**config.mk**
```make
export PLATFORM = sky130hd
export DESIGN_NAME = mul_ctrl
export DESIGN_NICKNAME = d
export VERILOG_FILES = /design/src/rtl/mul_ctrl.sv
export SDC_FILE = /design/constraint.sdc
export NUM_CORES = 1
export LEC_CHECK = 0
export CORE_MARGIN = 2
export CORE_UTILIZATION = 45
export CTS_CLUSTER_DIAMETER = 80
export DETAILED_ROUTE_END_ITERATION = 8
export PLACE_DENSITY = 0.76
export SETUP_SLACK_MARGIN = 0.2
export SLEW_MARGIN = 10
export SYNTH_ARGS = -nofsm -noshare
export SYNTH_HDL_FRONTEND = slang
export SYNTH_SLANG_ARGS = --single-unit
export TNS_END_PERCENT = 10
```
**constraint.sdc**
```tcl
create_clock -name clk -period 4 [get_ports clk]
set_input_delay 0.4 -clock clk [delete_from_list [all_inputs] [get_ports clk]]
set_output_delay 0.4 -clock clk [all_outputs]
set_load 0.01 [all_outputs]
```
**src/rtl/mul_ctrl.sv**
```systemverilog
// mul_ctrl: execute-stage sequencer around the 1-cycle 32x32 multiplier.
// Latches the EX operands, issues a single start pulse, and captures the
// 64-bit product. It then applies MUL/MULT[U]/MADD[U]/MSUB[U] to HI/LO or to
// the GPR result. It owns HI/LO (including MTHI/MTLO) and stalls EX while busy.
//
// Ports:
//   clk, rst (async active-low), flush (sync, active-high)
//   ex_valid_i, ex_op_i[2:0], opdata1_i, opdata2_i   : request from EX
//   mthi_i, mtlo_i, wdata_i                          : direct HI/LO writes
//   mul_op1_o, mul_op2_o, mul_signed_o, mul_start_o  : to multiplier
//   mul_result_i[63:0], mul_ready_i                  : from multiplier
//   stall_o, done_o, gpr_result_o, gpr_valid_o       : to pipeline
//   hi_o, lo_o                                       : architectural HI/LO
module mul_ctrl (
    input  logic        clk,
    input  logic        rst,
    input  logic        flush,
    input  logic        ex_valid_i,
    input  logic [2:0]  ex_op_i,
    input  logic [31:0] opdata1_i,
    input  logic [31:0] opdata2_i,
    input  logic        mthi_i,
    input  logic        mtlo_i,
    input  logic [31:0] wdata_i,
    output logic [31:0] mul_op1_o,
    output logic [31:0] mul_op2_o,
    output logic        mul_signed_o,
    output logic        mul_start_o,
    input  logic [63:0] mul_result_i,
    input  logic        mul_ready_i,
    output logic        stall_o,
    output logic        done_o,
    output logic [31:0] gpr_result_o,
    output logic        gpr_valid_o,
    output logic [31:0] hi_o,
    output logic [31:0] lo_o
);

    typedef enum logic [2:0] {
        IDLE,
        ISSUE,
        WAIT,
        ACC,
        DONE
    } state_t;

    typedef enum logic [2:0] {
        OP_NONE  = 3'd0,
        OP_MUL   = 3'd1,
        OP_MULT  = 3'd2,
        OP_MULTU = 3'd3,
        OP_MADD  = 3'd4,
        OP_MADDU = 3'd5,
        OP_MSUB  = 3'd6,
        OP_MSUBU = 3'd7
    } op_t;

    state_t      state_q, state_d;
    op_t         op_q, op_d;
    logic [31:0] op1_q, op1_d;
    logic [31:0] op2_q, op2_d;
    logic        signed_q, signed_d;
    logic [63:0] prod_q, prod_d;
    logic [31:0] hi_q, hi_d;
    logic [31:0] lo_q, lo_d;
    logic [31:0] gpr_q, gpr_d;

    logic        req;
    logic        stall;
    logic        start;
    logic        done;
    logic        gpr_valid;

    assign req = ex_valid_i && (ex_op_i != 3'd0);

    always_comb begin
        state_d   = state_q;
        op_d      = op_q;
        op1_d     = op1_q;
        op2_d     = op2_q;
        signed_d  = signed_q;
        prod_d    = prod_q;
        hi_d      = hi_q;
        lo_d      = lo_q;
        gpr_d     = gpr_q;
        stall     = 1'b0;
        start     = 1'b0;
        done      = 1'b0;
        gpr_valid = 1'b0;

        case (state_q)
            IDLE: begin
                if (!flush) begin
                    if (req) begin
                        stall    = 1'b1;
                        op_d     = op_t'(ex_op_i);
                        op1_d    = opdata1_i;
                        op2_d    = opdata2_i;
                        signed_d = (ex_op_i == OP_MUL)  || (ex_op_i == OP_MULT) ||
                                   (ex_op_i == OP_MADD) || (ex_op_i == OP_MSUB);
                        state_d  = ISSUE;
                    end
                    if (mthi_i) hi_d = wdata_i;
                    if (mtlo_i) lo_d = wdata_i;
                end
            end
            ISSUE: begin
                stall   = 1'b1;
                start   = !flush;
                state_d = WAIT;
            end
            WAIT: begin
                stall = 1'b1;
                if (mul_ready_i) begin
                    prod_d  = mul_result_i;
                    state_d = ACC;
                end
            end
            ACC: begin
                stall = 1'b1;
                case (op_q)
                    OP_MUL:            gpr_d        = prod_q[31:0];
                    OP_MULT, OP_MULTU: {hi_d, lo_d} = prod_q;
                    OP_MADD, OP_MADDU: {hi_d, lo_d} = {hi_q, lo_q} + prod_q;
                    OP_MSUB, OP_MSUBU: {hi_d, lo_d} = {hi_q, lo_q} - prod_q;
                    default: ;
                endcase
                state_d = DONE;
            end
            DONE: begin
                done      = 1'b1;
                gpr_valid = (op_q == OP_MUL);
                state_d   = IDLE;
            end
            default: state_d = IDLE;
        endcase

        // Flush abandons the operation: any architectural write on this edge is dropped.
        if (flush) begin
            state_d = IDLE;
            hi_d    = hi_q;
            lo_d    = lo_q;
            gpr_d   = gpr_q;
        end
    end

    always_ff @(posedge clk or negedge rst) begin
        if (!rst) begin
            state_q  <= IDLE;
            op_q     <= OP_NONE;
            op1_q    <= '0;
            op2_q    <= '0;
            signed_q <= 1'b0;
            prod_q   <= '0;
            hi_q     <= '0;
            lo_q     <= '0;
            gpr_q    <= '0;
        end else begin
            state_q  <= state_d;
            op_q     <= op_d;
            op1_q    <= op1_d;
            op2_q    <= op2_d;
            signed_q <= signed_d;
            prod_q   <= prod_d;
            hi_q     <= hi_d;
            lo_q     <= lo_d;
            gpr_q    <= gpr_d;
        end
    end

    assign mul_op1_o    = op1_q;
    assign mul_op2_o    = op2_q;
    assign mul_signed_o = signed_q;
    assign mul_start_o  = start;
    // The IDLE request path is combinational from EX, so hold it low while in reset.
    assign stall_o      = stall && rst;
    assign done_o       = done;
    assign gpr_result_o = gpr_q;
    assign gpr_valid_o  = gpr_valid;
    assign hi_o         = hi_q;
    assign lo_o         = lo_q;

endmodule

```
==> flow_summary.json, run 1 <==
{
  "sw_frac_of_total_pct": 51.3,
  "yosysSeqAreaShare_pct": 32.0,
  "start_kind": "register",
  "cts.sinks": 231,
  "drc": 0,
  "synth_area_leaders": "dfrtp_1 32%, ha_1 8.9%, a21oi_1 6.9%, nand2_1 5.2%, o21ai_0 4.9%",
  "skew_ns": 0.0210,
  "p_leak_nw": 9.48,
  "port_buffers": 334,
  "synth-xor-area-share_pct": 3.25,
  "outcome": "finished clean",
  "die_w_um": 204,
  "fp.dieH_um": 204,
  "synth_compound_area_share_pct": 28.0,
  "ys.warnings.count": 0,
  "hold_class": "in2async",
  "viasPerCell": 6.17,
  "worstReg2RegEnd": "hi_o[31]",
  "dpl.hpwl_mm": 58.8,
  "syn-cell-area_mm2": 0.0181,
  "dieArea_mm2": 0.0418,
  "rows": 73,
  "p_int_mw": 9.86,
  "mostFrequentLayoutCells": "333 x clkdlybuf4s50_1, 251 x nand2_1, 247 x a21oi_1, 231 x dfrtp_1",
  "min_period_over_period_pct": 93.9,
  "clockBufferDepth": 3,
  "grt_pass1_wl_mm": 115,
  "final_common_cell": "clkdlybuf4s50_1",
  "antenna_left": 0,
  "io_pins": 335,
  "crit_end": "hi_o[31]",
  "grt_usage_pct": 36.1,
  "critPathMaxFanout": 11,
  "first_iter_violations": 2115,
  "htree_levels": 1,
  "critPathArrivalTime_ns": 4.26,
  "nNetsFinal": 2803,
  "p_clk_share_pct": 12.8,
  "power.total_mw": 20.3,
  "ys_ff_latch": 231,
  "syn_to_final_growth_pct": 27.9,
  "finalMaxSlewViolations": 0,
  "hold_violations": 0,
  "ir_worst_vdd_mv": 0.462,
  "fin_cells": 3048,
  "syn_nets": 2496,
  "synth-simple-area-share_pct": 16.0,
  "combPwrFrac_pct": 68.2,
  "tritoncts": "yes",
  "fin_tns_setup_ns": 0,
  "overflow": 0,
  "synth.distinct_cells": 101,
  "cts-root-buf": "clkbuf_16",
  "fillers": 3617,
  "place_inst": 2992,
  "ys.flop_type": "dfrtp_1",
  "numCtsBuffers": 29,
  "maxCapViolations": 0,
  "reg2reg_slack_ns": 0.24,
  "rsz0062_at_grt": "true",
  "p_per_area_mw_per_mm2": 877,
  "synthArstFlopShare_pct": 100,
  "routed_wl_mm": 76.4,
  "drt_pass1_iterations": 6,
  "worstSkewPairLatency_ns": 0.59,
  "worstPathRequired_ns": 4.50,
  "synth_top_cell_by_area": "dfrtp_1",
  "worstReg2RegStart": "prod_q[13]",
  "floorplan.initialDensity_pct": 45.6,
  "vias": 18800,
  "period_needed_ns": 3.76,
  "endpoint_kind": "register",
  "synth.area.mux_share_pct": 4.48,
  "synthCells": 2195,
  "synth_edf_count": 0,
  "synth_top_family_by_area": "compound AO/OA/AOI/OAI gates",
  "path_class": "reg2reg",
  "yosysTopAreaCellShare_pct": 32.0,
  "core-area_mm2": 0.0396,
  "critPathLaunch": "prod_q[13]",
  "p_sw_mw": 10.4,
  "clk_pin_slew_ns": 0.06,
  "gp_congestion": 1.03,
  "grt_max_degree": 127,
  "grt_pass1_vias": 18800,
  "setup_viol": 0,
  "relSlewSlack_pct": 33.8,
  "synth_fa_ha_area_share_pct": 9.16,
  "avgSynthCellArea_um2": 8.23,
  "rr_worst_depth": 14,
  "antenna_cells": 0,
  "antenna_found_initial": 1,
  "worstMarginPinSlew_ns": 0.989,
  "pwr-share-seq_pct": 19.0,
  "drive_above_1_share_pct": 11.0,
  "multi_input_area_mm2": 0.0112,
  "wl_per_cell_um": 25.1,
  "seq_area_mm2": 0.00578,
  "fmax_ghz": 0.266
}
## metal layers
layer | routed length [µm] | vias to the layer above | track usage (%)
li1 | - | 8538 | -
met5 | 13 | - | 0
met4 | 5230 | 2 | 21.0
met3 | 6930 | 193 | 8.37
met1 | 30300 | 9080 | 45.2
met2 | 34000 | 978 | 57.0
## worst min-delay path by stage
stage | startpoint | to | cells after the start
3_5_place_dp | rst | hi_o[15] | 1
3_3_place_gp | rst | hi_o[15] | 1
6_report | rst | prod_q[48] | 2
4_1_cts | mul_result_i[9] | prod_q[9] | 3
2_1_floorplan | rst | gpr_result_o[0] | 0
5_1_grt | mul_result_i[58] | prod_q[58] | 3
## cell type report
cell class	instances	share of cell area (%)
Timing Repair Buffer	417	17.3
Sequential cell	231	25.0
Inverter	140	2.29
Clock buffer	43	3.58
Clock inverter	9	0.439
Tap cell	525	2.84
Multi-Input combinational cell	1683	48.5
## stage by stage
step / cell area (µm²) / utilization, % / worst slack (ns) / hold WS, ns
global route: 23100 / 58.3 / 0.149 / 0.377
detailed placement: 22000 / 55.4 / 0.0502 / 0.396
finish: 23100 / 58.3 / 0.243 / 0.354
global placement: 22000 / 55.4 / 0.0362 / 0.389
floorplan: 18100 / - / 0.700 / 0.104
CTS: 22900 / 57.8 / 0.154 / 0.345
## synth_stat cells, types with 6 or more instances
master	number
buf_1	9
a221o_1	9
nor2b_1	13
nor4_1	29
a21oi_1	250
buf_6	23
o21a_1	12
or3_1	6
mux2_2	69
a221oi_1	31
nor3_1	31
o21bai_1	49
nand2b_1	15
nand3b_1	6
xnor2_1	62
buf_4	8
ha_1	129
dfrtp_1	231
a21boi_0	7
or2_2	6
o21ai_0	177
a31oi_1	17
nor2_1	178
clkbuf_1	86
a21o_1	18
nand3_1	31
o211ai_1	14
o31ai_1	62
nand4_1	31
inv_1	134
o31a_1	6
nand2_1	252
o311ai_0	6
o221ai_1	9
buf_2	15
o21ai_1	10
a211oi_1	22
## kinds of logic (layout without fill, tap and decap cells)
logic type | Yosys count | in the layout
flip-flops | 231 | 231
XOR/XNOR | 67 | 67
adder cells (fa/ha/maj) | 131 | 131
buffers and inverters | 281 | 609
AND/OR/NAND/NOR | 632 | 632
multiplexers | 72 | 72
AO/OA/AOI/OAI | 781 | 781
## critical path, stage by stage, from the launching register on
cell      delay [ns]
dfrtp_1         0.37
inv_1           0.08
ha_1            0.39
buf_4           0.21
inv_1           0.12
o31ai_1         0.37
a311oi_2        0.21
o31ai_4         0.14
a41oi_4         0.24
o31a_4          0.41
o21ai_4         0.26
a31oi_2         0.20
nor3_2          0.15
mux2_1          0.33
a31oi_1         0.17
## sequential cells by signal, indices dropped and copies added (netlist names)
signal,flops
gpr_result_o,32
op_q,3
mul_op2_o,32
prod_q,64
mul_signed_o,1
state_q,3
lo_o,32
hi_o,32
mul_op1_o,32
## power by group through the flow
stage	Combinational, mW	Sequential [mW]	Clock (mW)
after detailed placement	13.1	3.85	0
after global placement	13.1	3.81	0
after floorplan	8.58	3.83	0
after global routing	14.8	3.94	2.74
final	13.8	3.85	2.59
after CTS	13.2	3.83	2.63
## repair_timing
item	in CTS	in global routing
gates resized for setup	2	36
buffers inserted	0	3
endpoints found under the hold margin	58	0
endpoints found under the setup margin	5	29
pin swaps	0	4
hold buffers	1	0
No activity file was read; power rests on OpenSTA's default activity.
==> run 2: changes to the inputs <==
--- a/config.mk
+++ b/config.mk
@@ -10,7 +10,7 @@
 export CTS_CLUSTER_DIAMETER = 80
 export DETAILED_ROUTE_END_ITERATION = 8
 export PLACE_DENSITY = 0.76
-export SETUP_SLACK_MARGIN = 0.2
+export SETUP_SLACK_MARGIN = 0.3
 export SLEW_MARGIN = 10
 export SYNTH_ARGS = -nofsm -noshare
 export SYNTH_HDL_FRONTEND = slang
==> run 2 against run 1 <==
  * Core utilization is 0.48 points higher
  * Critical path depth is 1 lower
  * First-iteration DRC count is 4.3% higher
  * Hold slack better by 0.0055 ns
  * Via count is 0.43% higher
  * Global-route usage is 0.082 points higher
  * Clock-buffer cell count stayed put
  * Fmax is 1.5% higher
  * Power is 1.2% higher
  * Sequential cell count stayed put
==> flow_summary.json, run 2 (same netlist as run 1, synthesis figures left out) <==
{
  "antenna_cells": 0,
  "endpoint_kind": "register",
  "drive_above_1_share_pct": 11.8,
  "viasPerCell": 6.19,
  "vias": 18900,
  "fillers": 3607,
  "antenna_found_initial": 1,
  "outcome": "finished clean",
  "critPathArrivalTime_ns": 4.16,
  "die_w_um": 204,
  "dpl.hpwl_mm": 58.8,
  "port_buffers": 334,
  "fin_cells": 3051,
  "worstReg2RegStart": "prod_q[10]",
  "grt_usage_pct": 36.2,
  "min_period_over_period_pct": 92.5,
  "critPathMaxStageDelay_ns": 0.47,
  "nNetsFinal": 2806,
  "start_kind": "register",
  "top_register": "prod_q",
  "worstMarginPinSlew_ns": 1.02,
  "largest_register_ffs": 64,
  "rows": 73,
  "p_per_area_mw_per_mm2": 880,
  "rsz0062_at_grt": "true",
  "cts-root-buf": "clkbuf_16",
  "path_class": "reg2reg",
  "final_common_cell": "clkdlybuf4s50_1",
  "gp_congestion": 1.03,
  "mostFrequentLayoutCells": "333 x clkdlybuf4s50_1, 251 x nand2_1, 243 x a21oi_1, 231 x dfrtp_1, 176 x nor2_1",
  "skew_ns": 0.0232,
  "drt_pass1_iterations": 6,
  "ir_worst_vdd_mv": 0.437,
  "htree_levels": 1,
  "syn_to_final_growth_pct": 29.0,
  "fin_util_pct": 58.8,
  "maxCapViolations": 0,
  "critPathLaunch": "prod_q[10]",
  "rr_worst_depth": 13,
  "hold_violations": 0,
  "period_needed_ns": 3.70,
  "drc": 0,
  "wl_per_cell_um": 25.1,
  "relSlewSlack_pct": 31.6,
  "floorplan.initialDensity_pct": 45.6,
  "dieArea_mm2": 0.0418,
  "first_iter_violations": 2205,
  "clockBufferDepth": 3,
  "clk_pin_slew_ns": 0.06,
  "numCtsBuffers": 29,
  "overflow": 0,
  "core-area_mm2": 0.0396,
  "p_leak_nw": 9.52,
  "cpMaxStageDelayCell": "ha_1",
  "routed_wl_mm": 76.6,
  "hold_class": "in2async",
  "placed_cell_area_mm2": 0.0220,
  "crit_chain": "inv_1, ha_1, inv_1, a21oi_1, o31ai_4, a22oi_2, o311a_1, o21ai_2, o211ai_1, nand2_1, nor3b_1, o31ai_1, a31oi_1",
  "design_area_mm2": 0.0233,
  "fin_tns_setup_ns": 0,
  "grt_pass1_vias": 18800,
  "place_inst": 2992,
  "setup_viol": 0,
  "worstSkewPairLatency_ns": 0.59,
  "grt_pass1_wl_mm": 116,
  "tritoncts": "yes",
  "io_pins": 335,
  "fp.dieH_um": 204,
  "fmax_ghz": 0.270,
  "worstPathRequired_ns": 4.46,
  "critPathMaxFanout": 7,
  "antenna_left": 0,
  "path_common_cell": "inv_1",
  "grt_max_degree": 127,
  "cts.sinks": 231,
  "finalMaxSlewViolations": 0
}
run 2: cell count changes in the layout (fill, tap and decap cells not counted), moves of 3 or more:
| cell | change |
|---|---|
| ha_1 | -4 |
| ha_4 | +5 |
| nor4_2 | +3 |
| buf_4 | +3 |
| a21oi_1 | -4 |
| a21oi_2 | +4 |
| nor4_1 | -3 |
run 2: power breakdown:
group	switching, mW	leakage (nW)	internal [mW]	total [mW]
clock	1.09	0.449	1.50	2.59
sequential	0.763	2.85	3.09	3.85
combinational	8.66	6.22	5.40	14.1
total	10.5	9.52	9.99	20.5
run 2: path summary, 6_finish.rpt:
| path | endpoint | slack, ns |
|---|---|---|
| min in group clk | prod_q[9] | 0.37 |
| worst min register to register | gpr_result_o[21] | 0.48 |
| worst max-delay path | hi_o[31] | 0.30 |
| max in group asynchronous | lo_o[13] | 2.40 |
| worst min-delay path | hi_o[15] | 0.36 |
| worst max register to register | hi_o[31] | 0.30 |
run 2: per-layer routing:
| layer | routed length (µm) | track usage [%] | share of wire (%) |
|---|---|---|---|
| met1 | 30300 | 45.5 | 40 |
| met3 | 6890 | 8.16 | 9.0 |
| met2 | 34100 | 57.1 | 44 |
| met4 | 5250 | 20.9 | 6.9 |
| met5 | 13 | 0 | 0.017 |
run 2: through the flow:
step                      setup WS (ns)  hold WS, ns  total power [mW]
after floorplan                   0.700        0.104              12.4
after global placement           0.0362        0.389              16.9
after global routing              0.180        0.377              21.8
final                             0.299        0.360              20.5
after CTS                         0.249        0.345              19.8
after detailed placement         0.0502        0.396              17.0
run 2: timing repair:
item                                   CTS  global route
pin swaps                                2             7
endpoints found under the hold margin   58             0
cloned                                   0             0
setup buffers                            1             5
hold buffers                             1             0
gates resized for setup                  8            61
setup endpoints to repair                8            36
run 2: area by class of cell:
class	count	area, µm²	area share (%)
multi-input cells	1683	11400	48.9
flip-flops and latches	231	5780	24.8
repair buffers	420	4020	17.3
clock buffers	43	828	3.56
well taps	525	657	2.82
inverters	140	528	2.27
clock inverters	9	101	0.435
run 2: critical path, delay by kind of cell, from the launching register on:
kind                       cells  cell delay (ns)
AOI/OAI and AO/OA              8             1.92
and+or+nand+nor                2             0.51
adders and majority gates      1             0.47
DFF                            1             0.38
buffers and inverters          2             0.27
